<file path="src/rtl/mm_job_scheduler.sv">
// mm_job_scheduler: round-robin arbiter sharing one compute_unit among NUM_REQ job requesters
//   clk, rst                  clock, synchronous active-high reset
//   req_valid/req_slot        per-requester job request and BRAM buffer slot
//   req_ready                 one-hot grant, only ever asserted in IDLE
//   cu_start/cu_slot/cu_done  compute_unit start pulse, slot select and done pulse
//   cmp_valid/id/slot/err     tagged completion, held until cmp_ready
//   busy, jobs_done           activity flag and count of accepted completions
//   `define MM_SCHED_TIMEOUT_EN  aborts a RUN after TIMEOUT_CYC cycles with cmp_err=1
module mm_job_scheduler #(
   parameter int NUM_REQ     = 4,
   parameter int SLOT_W      = 2,
   parameter int TIMEOUT_CYC = 1024,
   parameter int CNT_W       = 16
) (
   input  logic                               clk,
   input  logic                               rst,
   input  logic [NUM_REQ-1:0]                 req_valid,
   input  logic [NUM_REQ-1:0][SLOT_W-1:0]     req_slot,
   output logic [NUM_REQ-1:0]                 req_ready,
   output logic                               cu_start,
   output logic [SLOT_W-1:0]                  cu_slot,
   input  logic                               cu_done,
   output logic                               cmp_valid,
   output logic [$clog2(NUM_REQ)-1:0]         cmp_id,
   output logic [SLOT_W-1:0]                  cmp_slot,
   output logic                               cmp_err,
   input  logic                               cmp_ready,
   output logic                               busy,
   output logic [CNT_W-1:0]                   jobs_done
);
   localparam int ID_W = $clog2(NUM_REQ);
   typedef enum logic [1:0] {IDLE, LAUNCH, RUN, REPORT} state_t;
   state_t              state_q, state_d;
   logic [ID_W-1:0]     rr_q, rr_d, id_q, id_d, g;
   logic [SLOT_W-1:0]   slot_q, slot_d;
   logic [CNT_W-1:0]    cnt_q, cnt_d;
   logic [ID_W:0]       k;
   logic                any;
`ifdef MM_SCHED_TIMEOUT_EN
   localparam int TW = $clog2(TIMEOUT_CYC) + 1;
   logic [TW-1:0]       timer_q, timer_d;
   logic                err_q, err_d;
`endif
   // Circular search starting at rr_q; k wraps without a modulo so NUM_REQ need not be a power of 2
   always_comb begin
      any = 1'b0;
      g = '0;
      k = '0;
      for (int i = 0; i < NUM_REQ; i++) begin
         k = {1'b0, rr_q} + (ID_W+1)'(i);
         k = (k >= (ID_W+1)'(NUM_REQ)) ? k - (ID_W+1)'(NUM_REQ) : k;
         if (!any && req_valid[k[ID_W-1:0]]) begin
            any = 1'b1;
            g = k[ID_W-1:0];
         end
      end
   end
   always_comb begin
      state_d = state_q;
      rr_d = rr_q;
      id_d = id_q;
      slot_d = slot_q;
      cnt_d = cnt_q;
`ifdef MM_SCHED_TIMEOUT_EN
      err_d = err_q;
      timer_d = (state_q == RUN) ? timer_q + 1'b1 : '0;
`endif
      case (state_q)
         IDLE: if (any) begin
            state_d = LAUNCH;
            id_d = g;
            slot_d = req_slot[g];
            rr_d = (g == ID_W'(NUM_REQ-1)) ? '0 : g + 1'b1;
         end
         LAUNCH: state_d = RUN;
         RUN: begin
`ifdef MM_SCHED_TIMEOUT_EN
            // cu_done arriving on the final timer cycle takes priority over the abort
            if (cu_done || timer_q == TW'(TIMEOUT_CYC-1)) begin
               state_d = REPORT;
               err_d = !cu_done;
            end
`else
            if (cu_done) state_d = REPORT;
`endif
         end
         REPORT: if (cmp_ready) begin
            state_d = IDLE;
            cnt_d = cnt_q + 1'b1;
         end
         default: state_d = IDLE;
      endcase
   end
   always_ff @(posedge clk) begin
      if (rst) begin
         state_q <= IDLE;
         rr_q <= '0;
         id_q <= '0;
         slot_q <= '0;
         cnt_q <= '0;
`ifdef MM_SCHED_TIMEOUT_EN
         timer_q <= '0;
         err_q <= 1'b0;
`endif
      end else begin
         state_q <= state_d;
         rr_q <= rr_d;
         id_q <= id_d;
         slot_q <= slot_d;
         cnt_q <= cnt_d;
`ifdef MM_SCHED_TIMEOUT_EN
         timer_q <= timer_d;
         err_q <= err_d;
`endif
      end
   end
   assign req_ready = (state_q == IDLE && any) ? NUM_REQ'(1) << g : '0;
   assign cu_start  = state_q == LAUNCH;
   assign cu_slot   = (state_q == LAUNCH || state_q == RUN) ? slot_q : '0;
   assign cmp_valid = state_q == REPORT;
   assign cmp_id    = (state_q == REPORT) ? id_q : '0;
   assign cmp_slot  = (state_q == REPORT) ? slot_q : '0;
`ifdef MM_SCHED_TIMEOUT_EN
   assign cmp_err   = (state_q == REPORT) && err_q;
`else
   assign cmp_err   = 1'b0;
`endif
   assign busy      = state_q != IDLE;
   assign jobs_done = cnt_q;
endmodule

</file>
<file path="config.mk">
export PLATFORM = sky130hd
export DESIGN_NAME = mm_job_scheduler
export DESIGN_NICKNAME = d
export VERILOG_FILES = /design/src/rtl/mm_job_scheduler.sv
export SDC_FILE = /design/constraint.sdc
export NUM_CORES = 1
export LEC_CHECK = 0
export ABC_CLOCK_PERIOD_IN_PS = 2600
export BUFFER_PORTS_ARGS = -buffer_cell sky130_fd_sc_hd__buf_2
export CAP_MARGIN = 10
export CORE_UTILIZATION = 50
export CTS_BUF_LIST = sky130_fd_sc_hd__clkbuf_16
export DETAILED_ROUTE_END_ITERATION = 10
export PLACE_DENSITY = 0.79
export SYNTH_ARGS = -nofsm -noshare
export SYNTH_HDL_FRONTEND = slang
export SYNTH_SLANG_ARGS = --single-unit
</file>
<file path="constraint.sdc">
create_clock -name clk -period 2.6 [get_ports clk]
set_input_delay 0.52 -clock clk [delete_from_list [all_inputs] [get_ports clk]]
set_output_delay 0.52 -clock clk [all_outputs]
set_load 0.1 [all_outputs]
</file>
Yosys cells after proc, flatten, opt, wreduce, memory -nomap -nowiden
Index checks and enable logic that the tools add are counted.
{ "word_totals": {"ff_bits": 24, "in_bits": 16, "output_inout_bits": 30, "word_cells": 75} }
{ "classes": {"addsub": 9, "magnitude_cmp": 9, "n_eq_ne": 7, "n_shift": 1, "n_mux": 31, "reduce_logical": 13} }
{ "ops": {"columns": ["op", "count"], "rows": [
  ["2-bit 2-to-1 mux", 16],
  ["16-bit by 1-bit adder with 16-bit output (second input constant)", 1],
  ["2-bit by 3-bit less-than comparator with 1-bit output (second input constant)", 5],
  ["3-bit >= comparator (second input constant)", 3],
  ["1-bit binary-select mux with 2-bit select", 4],
  ["1-bit 2-to-1 mux", 8],
  ["2-bit one-hot mux with 4 select lines", 1],
  ["2-bit by 1-bit subtractor with 2-bit output (second input constant)", 4],
  ["2-bit by 2-bit adder with 3-bit output (second input constant)", 2],
  ["2-bit == test (second input constant)", 3],
  ["2-bit binary-select mux with 2-bit select", 1],
  ["1-bit logical AND", 4],
  ["4-bit 2-to-1 mux", 1],
  ["2-bit inequality test (second input constant)", 2],
  ["2-bit AND reduction", 2],
  ["1-bit by 2-bit left shift with 4-bit output (first input constant)", 1],
  ["2-bit by 1-bit adder with 3-bit output (second input constant)", 1],
  ["2-bit by 3-bit >= comparator with 1-bit output (second input constant)", 1],
  ["1-bit logical NOT", 3],
  ["3-bit AND reduction", 1],
  ["2-bit by 1-bit adder with 2-bit output (second input constant)", 1],
  ["2-bit by 1-bit == test with 1-bit output (second input constant)", 1],
  ["2-bit logical NOT", 1],
  ["2-bit by 1-bit inequality test with 1-bit output (second input constant)", 1],
  ["other kinds (2)", 2]
]} }

Depth between registers and ports, before layout
Gate-level depths: netlist (run 1).
{ "depth": {"ltp_word": 16, "ltp_mapped": 8, "mapped_depth_nobuf": 7} }

Worst setup path before layout (run 1)
Ideal clock, no wire load.
{ "synth_timing": {"path_type": "reg2out", "startpoint": "register state_q[0]", "endpoint": "output port cmp_id[0]", "arrival_ns": 2.235, "setup_slack_ns": -0.155, "stages_incl_launch_ff": 4, "n_path_buf": 1, "cell_sequence": "dfxtp_1 ha_1 buf_2 and2_1"} }
{ "synth_via": {"elab_chain_cells": 2} }
{ "synth_lines": {"columns": ["element", "line", "rtl"], "rows": [
  ["start: declaration", "33", "state_t state_q, state_d;"],
  ["start signal: assignment", "106", "state_q <= state_d;"],
  ["2-bit == test", null, null],
  ["net cmp_valid", "23", "output logic cmp_valid,"],
  ["2-bit 2-to-1 mux", "121", "assign cmp_id = (state_q == REPORT) ? id_q : '0;"],
  ["end: declaration", "24", "output logic [$clog2(NUM_REQ)-1:0] cmp_id,"]
]} }
The timed path passes the listed nets, and every way through them passes these cells.

Final worst setup path (run 1)
{ "layout_timing": {"startpoint": "input port req_valid[0]", "endpoint": "output port req_ready[1]"} }
{ "layout_via": {"elab_chain_cells": 14, "elab_cells_between_ends": 25, "cone_classes": "shift: 1; mux: 17; reduce/logical: 7"} }
{ "layout_lines": {"columns": ["element", "line", "rtl"], "rows": [
  ["start: declaration", "17", "input logic [NUM_REQ-1:0] req_valid,"],
  ["1-bit binary-select mux with 2-bit select", "52", "if (!any && req_valid[k[ID_W-1:0]]) begin"],
  ["1-bit 2-to-1 mux (not written as such)", "52", null],
  ["1-bit 2-to-1 mux", "52", null],
  ["1-bit logical NOT", "52", null],
  ["1-bit logical AND", "52", null],
  ["1-bit 2-to-1 mux", "52", null],
  ["1-bit logical NOT", "52", null],
  ["1-bit logical AND", "52", null],
  ["1-bit 2-to-1 mux", "52", null],
  ["1-bit logical NOT", "52", null],
  ["1-bit logical AND", "52", null],
  ["2-bit 2-to-1 mux (*)", "52", null],
  ["net g[0]", "34", "logic [ID_W-1:0] rr_q, rr_d, id_q, id_d, g;"],
  ["1-bit by 2-bit left shift with 4-bit output (*)", "117", "assign req_ready = (state_q == IDLE && any) ? NUM_REQ'(1) << g : '0;"],
  ["4-bit 2-to-1 mux (*)", "117", null],
  ["end: declaration", "19", "output logic [NUM_REQ-1:0] req_ready,"]
]} }
Mark *: on every way through the listed nets, which the timed path passes. The rest lies on a longest branch. The select of a mux whose other input is x is not followed.

==> impl_results.md, run 1 <==
* Status: completed
* HP Class: flip-flop to flip-flop
* Cell Pwr Density at between 1000 and 1500 nW/µm²
* DRT Pass-1 Iters at 4
* DP HPWL at between 2000 and 2500 µm
* Fin Hold WS at 0.4534 ns
* Synth Register Bits at 24
* Cell Area, Synth at 1373 µm²
* Top-count cell post-synth: dfxtp_1
* Critical Path Source Type: input port
* Vias in the first global route at 1105
* Final worst path period share at 95.31%
* Initial DRC Count at 39
* CP Capture Type: output pin
* Arr. time, crit path at roughly 2.0 ns
* Setup Buffers After CTS at 0
* Total power at 1.966 mW
* Worst-skew pair later-pin latency at 0.26 ns
* Finished Layout Cells at 241
* Crit path kind: input port to output pin
* Max Cap Viol at 0
* Seq/Total Area, Yosys at 35.00%
* Number of gates resized after CTS at 0
* Mean Syn Cell Area at 8.268 µm²
* Setup TNS at 0 ns
* RePlAce Congestion at 0.7873
* Setup Skew at 0.003905 ns
* Die span in y at between 50 and 60 µm
* Clock Path Buffers at 2
* Final ANT Viol Nets at 0
* Post-Synthesis Cells at 166
* Io pins at 46
* GRT Overall Usage at 21.17%
* Most instantiated cells after synthesis: 24 x dfxtp_1, 19 x nor2_1, 12 x nand2_1
* FF-to-FF End: jobs_done[14]$_SDFFE_PP0P_
* CTS root buf: clkbuf_16
* Rows at 18
* # port buffers at between 40 and 50
* Slack of the worst reg-to-reg path at 0.80 ns
* Starting density of the core at 53.93%
* CORE AREA at 2545 µm²
* Worst setup path start: req_valid[0]
* Clock share of power at between 20 and 25%
* Placed Area at 1685 µm²
* Sw Pwr at 918.4 µW
* Max-slew violations at 0
* Grt total ovfl at 0
* Worst R2R Start: state_q[0]$_SDFFE_PP0P_
* Crit Path Max Fanout at 4
* Max frequency at 0.4035 GHz
* P_int at 1.048 mW
* First-pass GRT wire length at roughly 4600 µm
* Core Util, Final at 70.35%
* Die ar. at 2959 µm²
* Yosys warns at 0
* GR Layer Usage met2 at ~37%
* Clock sinks at 24
* Top post-synthesis cells by area: dfxtp_1 35%, ha_1 9.1%, nor2_1 5.2%, and2_1 4.6%, a21oi_1 4.0%
* Setup ws final at 0.1219 ns
* Unrepaired setup endpoints after global routing: no
* Reg2Reg Depth at 5
* Post-synthesis cell type count at 36
* Final WL at 2983 µm
* Fin. Hold Viols at 0
* Number of flops mapped to enable cells by yosys at 0
* Nets@finish at around 240
* Worst slack at placement at 0.1245 ns
* Final Instance Area at 1790 µm²
* Routed len/inst at approximately 12 µm
* Setup crit end: req_ready[1]
* Flop pwr share at 24.0%
* DRC errors left at 0
* Hold_buf cts at 0
* Post-layout min period at 2.478 ns
* Die X at approximately 54 µm
* Antenna cells at 0
* Final Setup Violations at 0
* CTS tree: yes
* Synth top area share at roughly a third
* Initial antenna violation count at 0
* Req. time, crit path at around 2.1 ns
* Switching share of total power at roughly 47%
* Gr busiest metal: met2
* Vias at 1301
* P_leak at 0.8467 nW
* H-tree depth at 1
* Net count after synthesis at 192
* GRT met1 Usage at approximately a quarter
* Largest net degree at the start of global routing at 26
* Post-synthesis async set-or-reset flop share at 0%
* Clock transition at the registers of the reported paths at 0.06 ns
* Comb pwr share at a little over half
* Area grow syn2layout at 30.45%
* Area leader, netlist: dfxtp_1
* Num CTS Buffers at 3
* Met3 GRT Util at about 2.5%
* Peak supply drop at 1.423 mV
* Share of cells above drive strength 1 at 27.01%
* Vias per cell at approximately 5.4
* Most used DFF post-synth: dfxtp_1
* Dpl cells at 237
## per-layer routing
| layer | wire [µm] | vias to the layer above | share of wire, % |
|---|---|---|---|
| met5 | 0 | - | 0 |
| met4 | 23 | 0 | 0.77 |
| met3 | 131 | 4 | 4.4 |
| met2 | 1461 | 31 | 49 |
| met1 | 1367 | 613 | 46 |
| li1 | - | 653 | - |
## worst max-delay path: stages
cell and delay (ns):
buf_2 0.11, or2b_2 0.31, a21o_1 0.16, or3b_1 0.24
inv_1 0.08, ha_1 0.19, and2_2 0.18, buf_12 0.16
## final cells by class
| cell class | count | area (µm²) |
|---|---|---|
| fill | 213 | 754.5 |
| clock buffer | 3 | 75.07 |
| tap | 30 | 37.54 |
| multi-input combinational | 127 | 830.8 |
| timing repair buffer | 47 | 302.8 |
| clock inverter | 1 | 30.03 |
| inverter | 9 | 33.78 |
| sequential | 24 | 480.5 |
## power groups by stage
stage                     clock network, mW  logic (mW)  registers, mW
after floorplan                           0       0.808          0.480
after global placement                    0        1.03          0.473
after detailed placement                  0        1.05          0.479
after CTS                             0.443        1.06          0.471
after global routing                  0.460        1.11          0.482
final                                 0.435        1.06          0.472
## layout by cell type (no fill, tap or decap), types with 3 or more instances in the layout
master,count
or2b_1,3
buf_2,40
buf_4,3
xnor2_1,5
nor3_1,5
mux2i_1,5
ha_1,9
inv_1,9
or3_1,4
clkbuf_16,3
a21oi_1,11
nand2_1,12
buf_12,4
and2_2,4
o21ai_0,5
nor2_1,19
nand3_1,7
and4_1,3
xor2_1,6
dfxtp_1,24
nand2b_1,3
and2_1,6
## how the worst min path moves through the flow
stage / from / endpoint / slack, ns / depth (start not counted)
4_1_cts: id_q[0]$_SDFFE_PP0P_ / id_q[0]$_SDFFE_PP0P_ / 0.45 / 2
5_1_grt: id_q[0]$_SDFFE_PP0P_ / id_q[0]$_SDFFE_PP0P_ / 0.49 / 2
2_1_floorplan: id_q[0]$_SDFFE_PP0P_ / id_q[0]$_SDFFE_PP0P_ / 0.43 / 2
3_5_place_dp: id_q[0]$_SDFFE_PP0P_ / id_q[0]$_SDFFE_PP0P_ / 0.44 / 2
6_report: id_q[0]$_SDFFE_PP0P_ / id_q[0]$_SDFFE_PP0P_ / 0.45 / 2
3_3_place_gp: id_q[0]$_SDFFE_PP0P_ / id_q[0]$_SDFFE_PP0P_ / 0.44 / 2
## sequential cells by signal (all words and copies together), names as in the netlist
name       cells
state_q        2
rr_q           2
id_q           2
slot_q         2
jobs_done     16
## kinds of logic after synthesis
family | after synthesis | synth area share (%)
xor gates and xnor gates | 11 | 7.019
and+or+nand+nor | 77 | 29.90
AOI/OAI and AO/OA | 23 | 10.03
muxes | 5 | 3.646
buffers and inverters | 15 | 5.013
other | 1 | 0.2732
DFF | 24 | 35.00
adders and majority gates | 10 | 9.116
Power figures use the tool's default switching activity.
==> run 2, diff against run 1 <==
MAX_ROUTING_LAYER = met4   (was not set)
==> run 2 against run 1 <==
Effect of this change: combinational power barely moved; flip-flop and latch count stayed put; via count stayed put; highest routed layer unchanged; maximum frequency unchanged; hold slack stayed put.
==> impl_results.md, run 2 (synthesis results as in run 1) <==
* Vias at 1301 (unchanged)
* FF-to-FF End: jobs_done[14]$_SDFFE_PP0P_
* CP Capture Type: output pin
* Number of gates resized after CTS at 0 (unchanged)
* Clock sinks at 24 (unchanged)
* Post-layout min period at 2.478 ns (unchanged)
* Rows at 18 (unchanged)
* Num CTS Buffers at 3 (unchanged)
* Req. time, crit path at 2.08 ns (about the same)
* Area grow syn2layout at 30.45% (unchanged)
* HP Class: flip-flop to flip-flop
* Min-delay src: id_q[0]$_SDFFE_PP0P_
* Hold Path Depth at 2 (unchanged)
* RePlAce Congestion at 0.7983 (+1.4%)
* Final worst path period share at 95.31% (unchanged)
* Final WL at 2983 µm (unchanged)
* Hold EP: id_q[0]$_SDFFE_PP0P_
* Largest net degree at the start of global routing at 26 (unchanged)
* DP HPWL at 2213 µm (unchanged)
* Critical Path Source Type: input port
* Worst-skew pair later-pin latency at 0.26 ns (about the same)
* Setup Buffers After CTS at 0 (unchanged)
* Commonest non-fill, non-tap cells in the layout: 40 x buf_2, 24 x dfxtp_1, 19 x nor2_1
* Max frequency at 0.4035 GHz (unchanged)
* Setup TNS at 0 ns (unchanged)
* Die span in y at 54.40 µm (unchanged)
* CTS tree: yes
* Initial antenna violation count at 0 (unchanged)
* P_leak at 0.8467 nW (unchanged)
* Worst R2R Start: state_q[0]$_SDFFE_PP0P_
* Final Setup Violations at 0 (unchanged)
* Reg2Reg Depth at 5 (unchanged)
* First-pass GRT wire length at 4581 µm (-0.15%)
* Initial DRC Count at 39 (unchanged)
* Hold_buf cts at 0 (unchanged)
* Max-slew violations at 0 (unchanged)
* Die ar. at 2959 µm² (unchanged)
* Routed len/inst at 12.38 µm (unchanged)
* Antenna cells at 0 (unchanged)
* Clock Path Buffers at 2 (unchanged)
* Vias per cell at 5.398 (unchanged)
* H-tree depth at 1 (unchanged)
* Clock transition at the registers of the reported paths at 0.06 ns (about the same)
* Fin. Hold Viols at 0 (unchanged)
* Arr. time, crit path at 1.96 ns (about the same)
* CP max stage cell: or2b_2
* Worst-path cell chain: buf_2 -> or2b_2 -> a21o_1 -> or3b_1 -> inv_1 -> ha_1 -> and2_2 -> buf_12
* Crit Path Max Fanout at 4 (unchanged)
* Max FFs per register at 16 (unchanged)
* Starting density of the core at 53.93% (unchanged)
* # fillers at 213 (unchanged)
* Reg area at 480.5 µm² (unchanged)
* # port buffers at 44 (unchanged)
* Status: completed
* Nets@finish at 238 (unchanged)
* DRC errors left at 0 (unchanged)
* Commonest non-fill, non-tap cell in the layout: buf_2
* Die X at 54.40 µm (unchanged)
* Slack of the worst reg-to-reg path at 0.80 ns (about the same)
* Final ANT Viol Nets at 0 (unchanged)
* CTS root buf: clkbuf_16
* Crit path kind: input port to output pin
* Io pins at 46 (unchanged)
* Combined area of the multi-input logic cells at 830.8 µm² (unchanged)
* Grt total ovfl at 0 (unchanged)
* GRT Overall Usage at 21.78% (+0.61 points)
* Final Instance Area at 1790 µm² (unchanged)
* DRT Pass-1 Iters at 4 (unchanged)
* CORE AREA at 2545 µm² (unchanged)
* CP peak stage delay at 0.31 ns (about the same)
* Share of cells above drive strength 1 at 27.01% (unchanged)
* Unrepaired setup endpoints after global routing: no
* Cell Pwr Density at 1098 nW/µm² (about the same)
* Vias in the first global route at 1105 (unchanged)
* Peak supply drop at 1.423 mV (unchanged)
* Setup Skew at 0.003888 ns (-0.00001662 ns)
* Max Cap Viol at 0 (unchanged)
* Placed Area at 1685 µm² (unchanged)
## run 2: power breakdown
group          leakage, nW  switching [mW]  internal [mW]
sequential           0.195          0.0476          0.425
combinational        0.601           0.742          0.317
clock               0.0511           0.129          0.306
## run 2: worst max path at each step
stage	startpoint	end	slack, ns	depth (start not counted)
after floorplan	state_q[0]$_SDFFE_PP0P_	req_ready[0]	0.15	5
after global placement	req_valid[0]	req_ready[1]	0.19	8
after detailed placement	req_valid[0]	req_ready[1]	0.12	8
after CTS	req_valid[0]	req_ready[1]	0.12	8
after global routing	req_valid[3]	req_ready[1]	0.03	8
final	req_valid[0]	req_ready[1]	0.12	8
## run 2: through the flow
stage                     total power [mW]  setup slack [ns]  util (%)  cells  hold WS [ns]
after CTS                            1.976            0.1174     70.35    241        0.4531
after global placement               1.500            0.1892     66.22    237        0.4388
after detailed placement             1.532            0.1245     66.22    237        0.4442
after global routing                 2.054           0.03098     70.35    241        0.4938
after floorplan                      1.288            0.1481         -    166        0.4273
final                                1.966            0.1219     70.35    241        0.4534
## run 2: critical path, delay by kind of cell
| family | cells | cell delay [ns] |
|---|---|---|
| AO/OA/AOI/OAI | 1 | 0.16 |
| adder cells (fa/ha/maj) | 1 | 0.19 |
| buffers and inverters | 3 | 0.35 |
| AND/OR/NAND/NOR | 3 | 0.73 |
## run 2: area by class of cell
type / count / area share (%)
Clock buffer: 3 / 4.193
Sequential cell: 24 / 26.83
Clock inverter: 1 / 1.677
Timing Repair Buffer: 47 / 16.91
Inverter: 9 / 1.887
Multi-Input combinational cell: 127 / 46.40
Tap cell: 30 / 2.096
## run 2: routing by layer
metal  wire length [µm]  track usage [%]  vias up
met2               1461            36.79       31
met1               1367            26.61      613
met5                  0                -        -
met3                131            2.500        4
met4                 23            7.692        0
li1                   -                -      653
==> run 3, diff against run 2 <==
CORE_MARGIN = 3   (was not set)
==> run 3 against run 2 <==
Effect of this change: sequential power is essentially flat; register-to-register slack worse by 0.02 ns; setup slack gained 0.024 ns; die area up 15%; largest cell class unchanged; clock skew fell by 0.0020 ns; power up 0.40%; design area rose by 0.28%; wire length grew 6.6%.
==> impl_results.md, run 3 (synthesis results as in run 1) <==
* Final worst path period share at 94.40% (-0.92 points)
* Slew @ Worst Pin at 0.5127 ns
* GRT Overall Usage at 20.87% (-0.91 points)
* Family with the most delay on the worst path: simple AND/OR/NAND/NOR gates
* Worst path bufs/invs at 3 (unchanged)
* Hold_buf cts at 0 (unchanged)
* Die ar. at 3410 µm² (+15%)
* Finished Layout Cells at 241 (unchanged)
* Core Util, Final at 70.55% (+0.20 points)
* Arr. time, crit path at 1.93 ns (-0.03 ns)
* H-tree depth at 1 (unchanged)
* Final ANT Viol Nets at 0 (unchanged)
* Vias at 1320 (+1.5%)
* CP Capture Type: output pin
* P_leak at 0.8493 nW (+0.31%)
* Cell Pwr Density at 1100 nW/µm² (+0.12%)
* Commonest non-fill, non-tap cell in the layout: buf_2
* Sw Pwr at 926.7 µW (+0.90%)
* CP peak stage delay at 0.31 ns (about the same)
* Comb pwr share at 53.9% (about the same)
* Req. time, crit path at 2.08 ns (about the same)
* Vias in the first global route at 1258 (+14%)
* Clock Path Buffers at 2 (unchanged)
* Max Cap Viol at 0 (unchanged)
* CTS root buf: clkbuf_16
* Rows at 18 (unchanged)
* Worst-skew pair later-pin latency at 0.26 ns (about the same)
* Routed len/inst at 13.19 µm (+6.6%)
* Grt total ovfl at 0 (unchanged)
* Switching share of total power at 46.94% (+0.23 points)
* Initial antenna violation count at 0 (unchanged)
* Io pins at 46 (unchanged)
* Setup Buffers After CTS at 0 (unchanged)
* Vias per cell at 5.477 (+1.5%)
* Num CTS Buffers at 3 (unchanged)
* DRC errors left at 0 (unchanged)
* Final WL at 3179 µm (+6.6%)
* Post-layout min period at 2.454 ns (-0.02381 ns)
* Final Setup Violations at 0 (unchanged)
* Fin. Hold Viols at 0 (unchanged)
* Worst-path cell chain: buf_2 -> or2b_2 -> a21o_1 -> or3b_1 -> inv_1 -> ha_1 -> and2_2 -> buf_12
* Die span in y at 58.40 µm (+7.4%)
* Peak supply drop at 1.510 mV (+6.1%)
* Reg area at 480.5 µm² (unchanged)
* First-pass GRT wire length at 5423 µm (+18%)
* Clock sinks at 24 (unchanged)
* Starting density of the core at 53.93% (unchanged)
* Die X at 58.40 µm (+7.4%)
* DRT Pass-1 Iters at 4 (unchanged)
* CP max stage cell: or2b_2
* Flop pwr share at 24.0% (about the same)
* Clock transition at the registers of the reported paths at 0.06 ns (about the same)
* CTS tree: yes
* Share of cells above drive strength 1 at 27.49% (+0.47 points)
* Area grow syn2layout at 30.81%
* Nets@finish at 238 (unchanged)
* Antenna cells at 0 (unchanged)
* Status: completed
* # fillers at 196 (-8.0%)
* Commonest non-fill, non-tap cells in the layout: 40 x buf_2, 24 x dfxtp_1, 19 x nor2_1
* Crit path kind: input port to output pin
* Max FFs per register at 16 (unchanged)
* Slack of the worst reg-to-reg path at 0.78 ns (-0.02 ns)
* DP HPWL at 2426 µm (+9.6%)
* Dpl cells at 237 (unchanged)
* Clock share of power at 22.1% (about the same)
* Setup TNS at 0 ns (unchanged)
* Critical Path Source Type: input port
* Setup Skew at 0.001856 ns (-0.002032 ns)
* Crit Path Max Fanout at 4 (unchanged)
* # port buffers at 44 (unchanged)
* Number of gates resized after CTS at 0 (unchanged)
* Relative slew slack at 66.05%
* Combined area of the multi-input logic cells at 835.8 µm² (+0.60%)
* RePlAce Congestion at 0.7957 (-0.33%)
* P_int at 1.048 mW (about the same)
* Max frequency at 0.4075 GHz (+0.97%)
* Initial DRC Count at 31 (-21%)
* Unrepaired setup endpoints after global routing: no
* CORE AREA at 2545 µm² (unchanged)
* HP Class: flip-flop to flip-flop
* Largest net degree at the start of global routing at 26 (unchanged)
* Max-slew violations at 0 (unchanged)
==> run 3: cell count changes in the layout (fill, tap and decap cells not counted) <==
| cell | previous run | this run |
|---|---|---|
| nor3_1 | 5 | 4 |
| nor3_2 | 0 | 1 |
==> run 3: layer usage <==
layer | GRT usage (%) | vias up | wire length [µm]
li1 | - | 650 | -
met3 | 3.947 | 7 | 189
met2 | 33.01 | 43 | 1554
met1 | 25.61 | 620 | 1367
met5 | - | - | 0
met4 | 9.603 | 0 | 68
==> run 3: path summary, 6_finish.rpt <==
path	end	from	cells past startpoint
max	req_ready[3]	req_valid[0]	8
min reg2reg	id_q[1]$_SDFFE_PP0P_	id_q[1]$_SDFFE_PP0P_	2
min	id_q[1]$_SDFFE_PP0P_	id_q[1]$_SDFFE_PP0P_	2
max reg2reg	jobs_done[9]$_SDFFE_PP0P_	state_q[0]$_SDFFE_PP0P_	5
==> run 3: worst min-delay path, cell delays in order, from the launching register on <==
cell and delay (ns):
dfxtp_1 0.31, nand2_1 0.05, a21oi_1 0.05
==> run 3: final cells by class <==
class                   count  area share (%)
multi-input cells         127           46.55
flip-flops and latches     24           26.76
repair buffers             47           16.86
clock buffers               3           4.181
well taps                  30           2.091
inverters                   9           1.882
clock inverters             1           1.672
==> run 3: metrics by stage <==
stage / hold slack [ns] / setup slack [ns] / cell area, µm² / power (mW)
3_5_place_dp: 0.4493 / 0.1254 / 1685 / 1.536
5_1_grt: 0.4858 / 0.02918 / 1795 / 2.076
3_3_place_gp: 0.4399 / 0.1848 / 1685 / 1.503
2_1_floorplan: 0.4273 / 0.1481 / 1380 / 1.288
6_report: 0.4575 / 0.1457 / 1795 / 1.974
4_1_cts: 0.4579 / 0.1132 / 1790 / 1.976
==> run 3: power by group through the flow <==
stage / registers (mW) / clock network, mW / logic (mW)
3_5_place_dp: 0.482 / 0 / 1.05
6_report: 0.475 / 0.435 / 1.06
3_3_place_gp: 0.472 / 0 / 1.03
2_1_floorplan: 0.480 / 0 / 0.808
4_1_cts: 0.473 / 0.441 / 1.06
5_1_grt: 0.483 / 0.457 / 1.14
